[src/rtl/seq_divider_ctrl.sv]
// seq_divider_ctrl: restoring sequential divider, one quotient bit per cycle.
// Define DIV_ZERO_ERR_EN to get err_o and a single-cycle divide-by-zero exit.
module seq_divider_ctrl #(
  parameter int WIDTH = 5
) (
  input  logic             clk_i,
  input  logic             reset_i,
  input  logic             start_i,
  input  logic [WIDTH-1:0] dividend_i,
  input  logic [WIDTH-1:0] divisor_i,
  output logic             busy_o,
  output logic             done_o,
  output logic [WIDTH-1:0] quotient_o,
  output logic [WIDTH-1:0] remainder_o
`ifdef DIV_ZERO_ERR_EN
  ,
  output logic             err_o
`endif
);

  localparam int CW = $clog2(WIDTH);

  typedef enum logic [1:0] {
    IDLE = 2'd0,
    SUB  = 2'd1,
    DONE = 2'd2
  } state_e;

  state_e           state_q;
  logic [WIDTH-1:0] dvd_q;
  logic [WIDTH-1:0] dvs_q;
  logic [WIDTH-1:0] rem_q;
  logic [WIDTH-1:0] quo_q;
  logic [CW-1:0]    cnt_q;
  logic             fin_q;
  logic             busy_q;
  logic             done_q;
  logic [WIDTH-1:0] quotient_q;
  logic [WIDTH-1:0] remainder_q;
`ifdef DIV_ZERO_ERR_EN
  logic             err_q;
`endif

  logic [WIDTH:0]   shift_w;
  logic [WIDTH+1:0] trial_w;
  logic             carry_w;
  logic             accept_w;
  logic             dz_w;

  // Shift in the next dividend bit and trial-subtract via A + ~B + 1.
  always_comb begin
    shift_w = {rem_q, dvd_q[cnt_q]};
    trial_w = {1'b0, shift_w}
            + {1'b0, ~{1'b0, dvs_q}}
            + {{(WIDTH + 1){1'b0}}, 1'b1};
    carry_w = trial_w[WIDTH+1];
  end

  assign accept_w = start_i &&
                    ((state_q == IDLE) || (state_q == DONE));

`ifdef DIV_ZERO_ERR_EN
  assign dz_w = (divisor_i == '0);
`else
  assign dz_w = 1'b0;
`endif

  // Control FSM, datapath registers and registered outputs.
  always_ff @(posedge clk_i) begin
    if (reset_i) begin
      state_q     <= IDLE;
      dvd_q       <= '0;
      dvs_q       <= '0;
      rem_q       <= '0;
      quo_q       <= '0;
      cnt_q       <= '0;
      fin_q       <= 1'b0;
      busy_q      <= 1'b0;
      done_q      <= 1'b0;
      quotient_q  <= '0;
      remainder_q <= '0;
`ifdef DIV_ZERO_ERR_EN
      err_q       <= 1'b0;
`endif
    end else begin
`ifdef DIV_ZERO_ERR_EN
      err_q <= 1'b0;
`endif
      if (accept_w) begin
        dvd_q <= dividend_i;
        dvs_q <= divisor_i;
        rem_q <= '0;
        quo_q <= '0;
        cnt_q <= CW'(WIDTH - 1);
        fin_q <= 1'b0;
        if (dz_w) begin
          // Zero divisor short-cuts straight to a flagged result.
          state_q     <= DONE;
          busy_q      <= 1'b0;
          done_q      <= 1'b1;
          quotient_q  <= '0;
          remainder_q <= dividend_i;
`ifdef DIV_ZERO_ERR_EN
          err_q       <= 1'b1;
`endif
        end else begin
          state_q <= SUB;
          busy_q  <= 1'b1;
          done_q  <= 1'b0;
        end
      end else begin
        unique case (state_q)
          SUB: begin
            if (fin_q) begin
              // All bits resolved: publish the result.
              state_q     <= DONE;
              busy_q      <= 1'b0;
              done_q      <= 1'b1;
              quotient_q  <= quo_q;
              remainder_q <= rem_q;
            end else begin
              rem_q <= carry_w ? trial_w[WIDTH-1:0]
                               : shift_w[WIDTH-1:0];
              quo_q[cnt_q] <= carry_w;
              if (cnt_q == '0) begin
                fin_q <= 1'b1;
              end else begin
                cnt_q <= cnt_q - 1'b1;
              end
            end
          end
          DONE: begin
            state_q <= IDLE;
            done_q  <= 1'b0;
          end
          default: begin
            state_q <= IDLE;
          end
        endcase
      end
    end
  end

  assign busy_o      = busy_q;
  assign done_o      = done_q;
  assign quotient_o  = quotient_q;
  assign remainder_o = remainder_q;
`ifdef DIV_ZERO_ERR_EN
  assign err_o       = err_q;
`endif

endmodule
[config.mk]
export PLATFORM = sky130hd
export DESIGN_NAME = seq_divider_ctrl
export DESIGN_NICKNAME = d
export VERILOG_FILES = /design/src/rtl/seq_divider_ctrl.sv
export SDC_FILE = /design/constraint.sdc
export NUM_CORES = 1
export LEC_CHECK = 0
export ABC_AREA = 1
export CAP_MARGIN = 10
export CORE_MARGIN = 3
export CORE_UTILIZATION = 53
export CTS_CLUSTER_SIZE = 40
export DETAILED_ROUTE_END_ITERATION = 16
export PLACE_DENSITY = 0.78
export RECOVER_POWER = 25
export REMOVE_ABC_BUFFERS = 1
export SLEW_MARGIN = 20
export SYNTH_ARGS = -nofsm -noshare
export SYNTH_HDL_FRONTEND = slang
export SYNTH_SLANG_ARGS = --single-unit
[constraint.sdc]
create_clock -name clk_i -period 2.8 [get_ports clk_i]
set_input_delay 0.42 -clock clk_i [delete_from_list [all_inputs] [get_ports clk_i]]
set_output_delay 0.42 -clock clk_i [all_outputs]
set_load 0.005 [all_outputs]
==> impl_metrics.ini, run 1 <==
[grt]
first_global_vias = 1453
grt_pass1_wl_um = 6375
grt.total_usage = 0.1990
gr-total-overflow = 0
antenna_found_initial = 0
grt_max_degree = 20

[routing]
totalWireLength_um = 3500
drc = 0
post_drt_wl_per_cell_um = 11.55
antenna_violating_nets_post_route = 0
drt_first_iter_violations = 105
vias = 1576
drt-vias-per-instance = 5.201
firstDrtPassIters = 4

[critical_path]
worst-setup-path-type = flop to flop
worst_r2r_startpoint = cnt_q[1]
crit_path_start_kind = flop
critPathBufInv = 2
timing.critical_path.to_type = flop
cpMaxStageDelayCell = sky130_fd_sc_hd__dfxtp_1
regToRegSetupSlack_ps = 640
reg2reg_path_depth = 13
destination_of_the_critical_timing_path = quo_q[1]
cp_num_cells = 13
worstPathRequired_ps = 3040
cpLargestDelayFamily = simple AND/OR/NAND/NOR gates
worstPathCellList = nor2_1, nand3_1, nand3_1, nor2_1, ha_1, inv_1, fa_1, nand3_2, inv_2, nor2_8, nor2_1, a21oi_1, nor2_1
cp.arrival_ps = 2390
crit_path_max_incr_delay_ps = 450
beginning_of_the_critical_path = cnt_q[1]
worstReg2RegEnd = quo_q[1]
cpMostUsedCell = sky130_fd_sc_hd__nor2_1
crit_fanout = 8

[layout]
final_nets = 280
synthToLayoutAreaGrowth_pct = 19.36
final_layout_size_suffix_gt1_frac = 0.07722
final_design_area_no_fill_um2 = 2113
insertedDiodeCount = 0

[pwr]
power.ir.vdd_worst_mv = 0.3112
total_leakage_power_nw = 0.8732
power-per-cell-area_nw_per_um2 = 574.0

[place]
place_ws_ps = 674.4
port_buffers = 24
detailedPlacementHpwl_um = 2551
dpl-instance-area_um2 = 2054
routabilityCongestion = 0.8515

[timing]
post-route-period-util = 0.7697
rsz0062_at_grt = no
timing.final.setup_violations = 0
report.final.hold_viol_count = 0
finalHoldWorstSlack_ps = 465.6
fin_worst_skew_ps = 5.962
maxSlewHeadroom = 0.4892
timing.final.ws_setup_ps = 644.8
worst-slew-pin-transition_ps = 763.3
max_freq_mhz = 464.0
timing_max_transition_violations_final = 0
min_period_ps = 2155
fin_setup_tns_ps = 0

[synthesis]
post_synth_num_cell_types = 25
syn-cell-area_um2 = 1770
synth.ff_latch_count = 38
post_synth.cell_area_avg_um2 = 7.631
yosysWarnings = 0
cell_type_with_the_highest_aggregate_area_in_the_netlist = sky130_fd_sc_hd__dfxtp_1
yosys-top-cells-area = sky130_fd_sc_hd__dfxtp_1 (43%), sky130_fd_sc_hd__a21oi_1 (8.5%), sky130_fd_sc_hd__nand2_1 (7.4%), sky130_fd_sc_hd__nand3_1 (7.3%), sky130_fd_sc_hd__inv_1 (5.1%)
seq_area_frac_synth = 0.4297
share_of_the_synthesized_area_in_the_top_cell_type = 0.4297
synth_cells = 232

[floorplan]
die_width_um = 63.80
floorplan_core_area_um2 = 3128
floorplan.initialDensity = 0.5660
fp-row-count = 20
dieArea_um2 = 4070
fp.dieH_um = 63.80
io_pins = 25

[clock_tree]
clock_path_buffers = 2
cts-htree-levels = 2
post-cts-setup-buffers = 0
cts.reportedPaths.clkPinSlew_ps = 110
postCtsHoldBufs = 0
number_of_cts_inserted_buffers = 5
cts-resized-gates = 0
cts.sink_count = 38
tritoncts = built
clock_tree.root_cell = sky130_fd_sc_hd__clkbuf_4
worst_skew_pair.late_latency_ps = 340

[status]
outcome = finished clean

[job]
cap_viol_max_count = 0

[min_path]
worst_hold_path_type = flop to flop
[final cells by class]
| class | instances | area [um2] |
|---|---|---|
| clock buffer | 6 | 51.30 |
| clock inverter | 1 | 30.03 |
| fill | 268 | 1015 |
| inverter | 28 | 110.1 |
| multi-input combinational | 160 | 858.3 |
| sequential | 38 | 760.7 |
| tap | 44 | 55.05 |
| timing repair buffer | 26 | 247.7 |
[worst min path at each step]
stage	from	endpoint	slack, ps	cells past startpoint
global route	state_q[1]	done_o	480	1
detailed placement	remainder_o[0]	remainder_o[0]	450	2
CTS	quotient_o[3]	quotient_o[3]	470	2
floorplan	dvs_q[2]	dvs_q[2]	440	2
global placement	dvs_q[2]	dvs_q[2]	450	2
finish	busy_o	busy_o	470	2
[worst min-delay path, delay by kind of cell, from the launching register on]
family	cells	cell delay, ps
flops	1	330
simple gates	1	60
compound gates	1	50
[cell usage after synthesis]
master	count
sky130_fd_sc_hd__a21oi_1	30
sky130_fd_sc_hd__a221oi_1	1
sky130_fd_sc_hd__buf_2	3
sky130_fd_sc_hd__clkbuf_1	3
sky130_fd_sc_hd__clkinv_4	1
sky130_fd_sc_hd__dfxtp_1	38
sky130_fd_sc_hd__fa_1	1
sky130_fd_sc_hd__ha_1	7
sky130_fd_sc_hd__inv_1	24
sky130_fd_sc_hd__inv_2	3
sky130_fd_sc_hd__nand2_1	35
sky130_fd_sc_hd__nand2_2	2
sky130_fd_sc_hd__nand2_4	2
sky130_fd_sc_hd__nand3_1	26
sky130_fd_sc_hd__nand3_2	1
sky130_fd_sc_hd__nand4_1	4
sky130_fd_sc_hd__nor2_1	24
sky130_fd_sc_hd__nor2_2	1
sky130_fd_sc_hd__nor2_4	3
sky130_fd_sc_hd__nor2_8	1
sky130_fd_sc_hd__o211ai_1	1
sky130_fd_sc_hd__o21a_1	2
sky130_fd_sc_hd__o21ai_0	17
sky130_fd_sc_hd__o21ai_2	1
sky130_fd_sc_hd__xor2_1	1
[sequential cells by signal, indices dropped and copies added (netlist names)]
name / count
quotient_o: 5
dvd_q: 5
busy_o: 1
quo_q: 5
remainder_o: 5
done_o: 1
fin_q: 1
dvs_q: 5
state_q: 2
cnt_q: 3
rem_q: 5
[routing by layer]
| layer | routed length (um) | vias to the layer above | GRT usage |
|---|---|---|---|
| li1 | - | 822 | - |
| met1 | 1623 | 706 | 0.2428 |
| met2 | 1652 | 40 | 0.3303 |
| met3 | 167 | 8 | 0.05800 |
| met4 | 56 | 0 | 0.07278 |
| met5 | 0 | - | 0 |
[power breakdown]
group / total, mW / internal, mW / switching [mW]
Clock: 0.386 / 0.208 / 0.178
Combinational: 0.240 / 0.0909 / 0.149
Sequential: 0.587 / 0.566 / 0.0206
[logic make-up (layout without fill, tap and decap cells)]
logic type,Yosys count,in the layout,share of synthesized area
AOI/OAI and AO/OA,52,52,0.1555
buffers and inverters,34,61,0.07703
adders and majority gates,8,8,0.06078
and+or+nand+nor,99,99,0.2721
xor gates and xnor gates,1,1,0.004948
DFF,38,38,0.4297
[placed cells by master, fill, tap and decap left out, types with 2 or more instances in the layout]
master / Yosys / final
sky130_fd_sc_hd__nor2_4: 3 / 2
sky130_fd_sc_hd__inv_2: 3 / 3
sky130_fd_sc_hd__a21oi_1: 30 / 30
sky130_fd_sc_hd__clkdlybuf4s50_1: 0 / 23
sky130_fd_sc_hd__o21a_1: 2 / 2
sky130_fd_sc_hd__nor2_1: 24 / 25
sky130_fd_sc_hd__dfxtp_1: 38 / 38
sky130_fd_sc_hd__nand3_1: 26 / 26
sky130_fd_sc_hd__clkbuf_4: 0 / 5
sky130_fd_sc_hd__ha_1: 7 / 7
sky130_fd_sc_hd__nand2_2: 2 / 2
sky130_fd_sc_hd__clkbuf_1: 3 / 2
sky130_fd_sc_hd__o21ai_0: 17 / 17
sky130_fd_sc_hd__inv_1: 24 / 24
sky130_fd_sc_hd__nand4_1: 4 / 4
sky130_fd_sc_hd__nand2_1: 35 / 36
[metrics by stage]
step	power, mW	utilization	std cells
after floorplan	0.7765	-	226
after global placement	0.8387	0.6568	296
after detailed placement	0.8443	0.6568	296
after CTS	1.226	0.6828	303
after global routing	1.287	0.6756	303
final	1.213	0.6756	303
No activity file was read; power rests on OpenSTA's default activity.
==> inputs of run 2 (changes only) <==
==> constraint.sdc (replaced) <==
create_clock -name clk_i -period 2 [get_ports clk_i]
set_input_delay 0.3 -clock clk_i [delete_from_list [all_inputs] [get_ports clk_i]]
set_output_delay 0.3 -clock clk_i [all_outputs]
set_load 0.005 [all_outputs]
==> impl_metrics.ini, run 2 (same netlist as run 1, synthesis figures left out) <==
[status]
outcome = complete, but fails checks
violations = setup timing

[floorplan]
die_width_um = 63.80
floorplan.initialDensity = 0.5660
floorplan_core_area_um2 = 3128
fp.dieH_um = 63.80
fp-row-count = 20
io_pins = 25
dieArea_um2 = 4070

[grt]
antenna_found_initial = 0
first_global_vias = 1585
grt.total_usage = 0.2219
grt_max_degree = 17
grt_pass1_wl_um = 7093
gr-total-overflow = 0

[clock_tree]
clock_tree.root_cell = sky130_fd_sc_hd__clkbuf_4
cts.sink_count = 38
cts.reportedPaths.clkPinSlew_ps = 130
clock_path_buffers = 2
tritoncts = built
worst_skew_pair.late_latency_ps = 360
postCtsHoldBufs = 0
cts-htree-levels = 2
number_of_cts_inserted_buffers = 5

[timing]
maxSlewHeadroom = 0.5606
rsz0062_at_grt = yes
report.final.hold_viol_count = 0
timing_max_transition_violations_final = 0
timing.final.ws_setup_ps = -64.42
min_period_ps = 2064
max_freq_mhz = 484.4
post-route-period-util = 1.032
worst-slew-pin-transition_ps = 659.1
fin_worst_skew_ps = 14.60
timing.final.setup_violations = 8

[place]
routabilityCongestion = 0.8565
detailedPlacementHpwl_um = 2880
placedCellCount = 307
port_buffers = 24

[min_path]
worst_hold_path_type = flop to flop
min_delay_path_depth = 2
timing.hold.worst_endpoint = dvs_q[2]
timing.hold.worst.start = dvs_q[2]

[routing]
vias = 1653
drt_first_iter_violations = 134
drt-vias-per-instance = 5.231
post_drt_wl_per_cell_um = 13.03
antenna_violating_nets_post_route = 0
drc = 0
firstDrtPassIters = 4
totalWireLength_um = 4116

[layout]
instances_no_fill = 316
layout.cells.most_common = sky130_fd_sc_hd__dfxtp_1
final_nets = 292
fillCellCount = 256
final_core_density = 0.7412
insertedDiodeCount = 0
most-common-layout-cells = sky130_fd_sc_hd__dfxtp_1 (35), sky130_fd_sc_hd__nand2_1 (34), sky130_fd_sc_hd__a21oi_1 (28), sky130_fd_sc_hd__clkdlybuf4s50_1 (24), sky130_fd_sc_hd__inv_1 (23)
final_layout_size_suffix_gt1_frac = 0.1949
synthToLayoutAreaGrowth_pct = 30.95

[critical_path]
beginning_of_the_critical_path = cnt_q[0]
cp.arrival_ps = 2340
crit_fanout = 6
crit_path_start_kind = flop
worstPathRequired_ps = 2280
reg2reg_path_depth = 13
regToRegSetupSlack_ps = -60
worst-setup-path-type = flop to flop
worstReg2RegEnd = quo_q[1]
timing.critical_path.to_type = flop
worst_r2r_startpoint = cnt_q[0]

[pwr]
power_mw = 1.905
power.ir.vdd_worst_mv = 0.4896
total_leakage_power_nw = 0.9660
power-per-cell-area_nw_per_um2 = 821.7

[job]
cap_viol_max_count = 0
[run 2: worst max path at each step]
stage	slack (ps)	depth (start not counted)	to
after floorplan	70	13	quo_q[0]
after global placement	-10	12	quo_q[3]
after CTS	8	12	quo_q[3]
final	-60	13	quo_q[1]
after detailed placement	-90	13	quo_q[1]
after global routing	-170	14	rem_q[1]
[run 2: worst max-delay path, stage by stage, from the launching register on]
cell and delay, ps:
sky130_fd_sc_hd__dfxtp_4 410, sky130_fd_sc_hd__inv_4 50, sky130_fd_sc_hd__nand3_2 80, sky130_fd_sc_hd__nand3_2 100, sky130_fd_sc_hd__nor2_2 120, sky130_fd_sc_hd__ha_2 170, sky130_fd_sc_hd__inv_2 50, sky130_fd_sc_hd__fa_2 440
sky130_fd_sc_hd__nand3_4 130, sky130_fd_sc_hd__inv_4 50, sky130_fd_sc_hd__nor2_8 160, sky130_fd_sc_hd__nor2_1 50, sky130_fd_sc_hd__a21oi_1 120, sky130_fd_sc_hd__nor2_1 50
[run 2: report_power, final]
part	internal, mW	switching [mW]	total [mW]
registers	0.792	0.0312	0.823
clock network	0.391	0.274	0.665
logic	0.170	0.247	0.417
total	1.35	0.552	1.91
[run 2: timing repair]
item,4_1_cts,5_1_grt
resized for setup,4,21
pin swaps,0,7
cloned,0,0
setup endpoints to repair,10,10
setup buffers,0,1
endpoints found under the hold margin,0,0
[run 2: per-stage QoR]
step | setup TNS (ps) | hold slack, ps | instance area [um2] | worst slack (ps)
after floorplan | 0 | 369.1 | 1744 | 66.39
after global placement | -19.73 | 446.8 | 2137 | -10.95
after detailed placement | -670.9 | 451.6 | 2137 | -88.28
after CTS | 0 | 468.5 | 2250 | 7.590
after global routing | -1406 | 488.8 | 2318 | -165.2
final | -333.1 | 467.0 | 2318 | -64.42
[run 2: cell type report]
type	instances	area, um2	share of cell area
clock buffer	5	37.54	0.01619
clock inverter	3	68.82	0.02968
inverter	28	115.1	0.04965
multi-input combinational	160	928.4	0.4004
sequential	38	772.0	0.3330
tap	44	55.05	0.02375
timing repair buffer	38	341.6	0.1473
[run 2: per-layer routing]
layer / track usage / routed length [um]
met1: 0.2500 / 1732
met2: 0.3935 / 2172
met3: 0.04569 / 131
met4: 0.1078 / 80
met5: 0 / 0
==> inputs of run 3 (changes only) <==
--- a/config.mk
+++ b/config.mk
@@ -6,8 +6,9 @@
 export NUM_CORES = 1
 export LEC_CHECK = 0
 export ABC_AREA = 1
+export ABC_CLOCK_PERIOD_IN_PS = 2000
 export CAP_MARGIN = 10
-export CORE_MARGIN = 3
+export CORE_MARGIN = 1.5
 export CORE_UTILIZATION = 53
 export CTS_CLUSTER_SIZE = 40
 export DETAILED_ROUTE_END_ITERATION = 16
==> impl_metrics.ini, run 3 (same netlist as run 1, synthesis figures left out) <==
[grt]
antenna_found_initial = 0
grt_max_degree = 17
gr-total-overflow = 0
first_global_vias = 1462
grt_pass1_wl_um = 6299
grt.total_usage = 0.2321

[job]
cap_viol_max_count = 0

[timing]
post-route-period-util = 0.9861
worst-slew-pin-transition_ps = 639.0
maxSlewHeadroom = 0.5740
report.final.hold_viol_count = 0
max_freq_mhz = 507.0
min_period_ps = 1972
timing.final.setup_violations = 0
rsz0062_at_grt = yes
timing_max_transition_violations_final = 0
fin_worst_skew_ps = 13.67

[critical_path]
beginning_of_the_critical_path = cnt_q[0]
cp.arrival_ps = 2240
worst-setup-path-type = flop to flop
worstPathRequired_ps = 2270
cpLargestDelayFamily = simple AND/OR/NAND/NOR gates
reg2reg_path_depth = 13
crit_fanout = 7
crit_path_max_incr_delay_ps = 410
timing.critical_path.to_type = flop
crit_path_start_kind = flop
critPathBufInv = 3
cp_num_cells = 13
worst_r2r_startpoint = cnt_q[0]
worstPathCellList = inv_4, nand4_1, nand2_1, nor2_2, ha_2, inv_2, fa_2, nand3_2, inv_2, nor2_8, nor2_1, a21oi_1, nor2_1
cpMaxStageDelayCell = sky130_fd_sc_hd__dfxtp_4

[min_path]
timing.hold.worst.start = quotient_o[0]
min_delay_path_depth = 2
worst_hold_path_type = flop to flop

[clock_tree]
cts.reportedPaths.clkPinSlew_ps = 130
number_of_cts_inserted_buffers = 5
tritoncts = built
cts-htree-levels = 2
worst_skew_pair.late_latency_ps = 360
clock_path_buffers = 2
postCtsHoldBufs = 0
clock_tree.root_cell = sky130_fd_sc_hd__clkbuf_4
cts.sink_count = 38

[floorplan]
fp-row-count = 20
dieArea_um2 = 3696
floorplan.initialDensity = 0.5706
die_width_um = 60.80
io_pins = 25
fp.dieH_um = 60.80
floorplan_core_area_um2 = 3103

[pwr]
power.ir.vdd_worst_mv = 0.5051
power-per-cell-area_nw_per_um2 = 814.5
power_mw = 1.871
total_leakage_power_nw = 0.9629

[layout]
fillCellCount = 265
insertedDiodeCount = 0
final_nets = 293
final_layout_size_suffix_gt1_frac = 0.1722
layout.cells.most_common = sky130_fd_sc_hd__nand2_1
layout.area.seq_um2 = 772.0
synthToLayoutAreaGrowth_pct = 29.75
most-common-layout-cells = sky130_fd_sc_hd__nand2_1 (36), sky130_fd_sc_hd__dfxtp_1 (35), sky130_fd_sc_hd__a21oi_1 (29), sky130_fd_sc_hd__nand3_1 (25), sky130_fd_sc_hd__clkdlybuf4s50_1 (24)
multi_input_comb_area_um2 = 902.1
final_design_area_no_fill_um2 = 2297

[routing]
drt_first_iter_violations = 68
antenna_violating_nets_post_route = 0
firstDrtPassIters = 4
totalWireLength_um = 3707
vias = 1630
post_drt_wl_per_cell_um = 11.69
drc = 0
drt-vias-per-instance = 5.142

[place]
dpl-instance-area_um2 = 2130
routabilityCongestion = 0.8663
detailedPlacementHpwl_um = 2637
port_buffers = 24

[status]
outcome = finished clean
[run 3: cell count changes in the layout (fill, tap and decap cells not counted), sizes merged]
cell	previous run	this run
buf	13	14
[run 3: layout make-up]
cell class                      instances  area share
Tap cell                               44     0.02397
Multi-Input combinational cell        160      0.3927
Clock buffer                            5     0.01634
Sequential cell                        38      0.3361
Inverter                               28     0.04902
Clock inverter                          3     0.02996
Timing Repair Buffer                   39      0.1520
[run 3: stage by stage]
step / setup WS (ps) / TNS [ps] / std cells / hold slack [ps] / utilization
CTS: 26.12 / 0 / 314 / 470.1 / 0.7234
global placement: -72.91 / -471.7 / 306 / 444.6 / 0.6863
detailed placement: -142.4 / -1058 / 306 / 454.5 / 0.6863
finish: 27.71 / 0 / 317 / 467.5 / 0.7403
floorplan: 66.39 / 0 / 226 / 369.1 / -
global route: -79.95 / -506.7 / 317 / 489.9 / 0.7403
[run 3: report_power, final]
| part | internal [mW] | switching [mW] |
|---|---|---|
| Clock | 0.391 | 0.266 |
| Combinational | 0.165 | 0.225 |
| Sequential | 0.792 | 0.0326 |
| Total | 1.35 | 0.524 |
[run 3: final timing paths]
kind	end	slack, ps
worst max-delay path	quo_q[1]	30
worst min-delay path	quotient_o[0]	470
worst max register to register	quo_q[1]	30
worst min register to register	quotient_o[0]	470
[run 3: what timing repair did]
item / CTS / global route
setup buffers: 0 / 3
resized for setup: 5 / 13
endpoints found under the setup margin: 10 / 9
[run 3: routing by layer]
metal	up-vias	routed length [um]	GRT usage
met4	0	71	0.09938
li1	851	-	-
met1	732	1682	0.2700
met2	40	1788	0.3917
met5	-	0	0
met3	7	165	0.07463
[run 3: worst register-to-register path, delay by kind of cell, from the launching register on]
kind,cells,cell delay [ps]
buffers and inverters,3,160
adder cells (fa/ha/maj),2,540
AND/OR/NAND/NOR,7,670
flip-flops,1,410
AO/OA/AOI/OAI,1,120
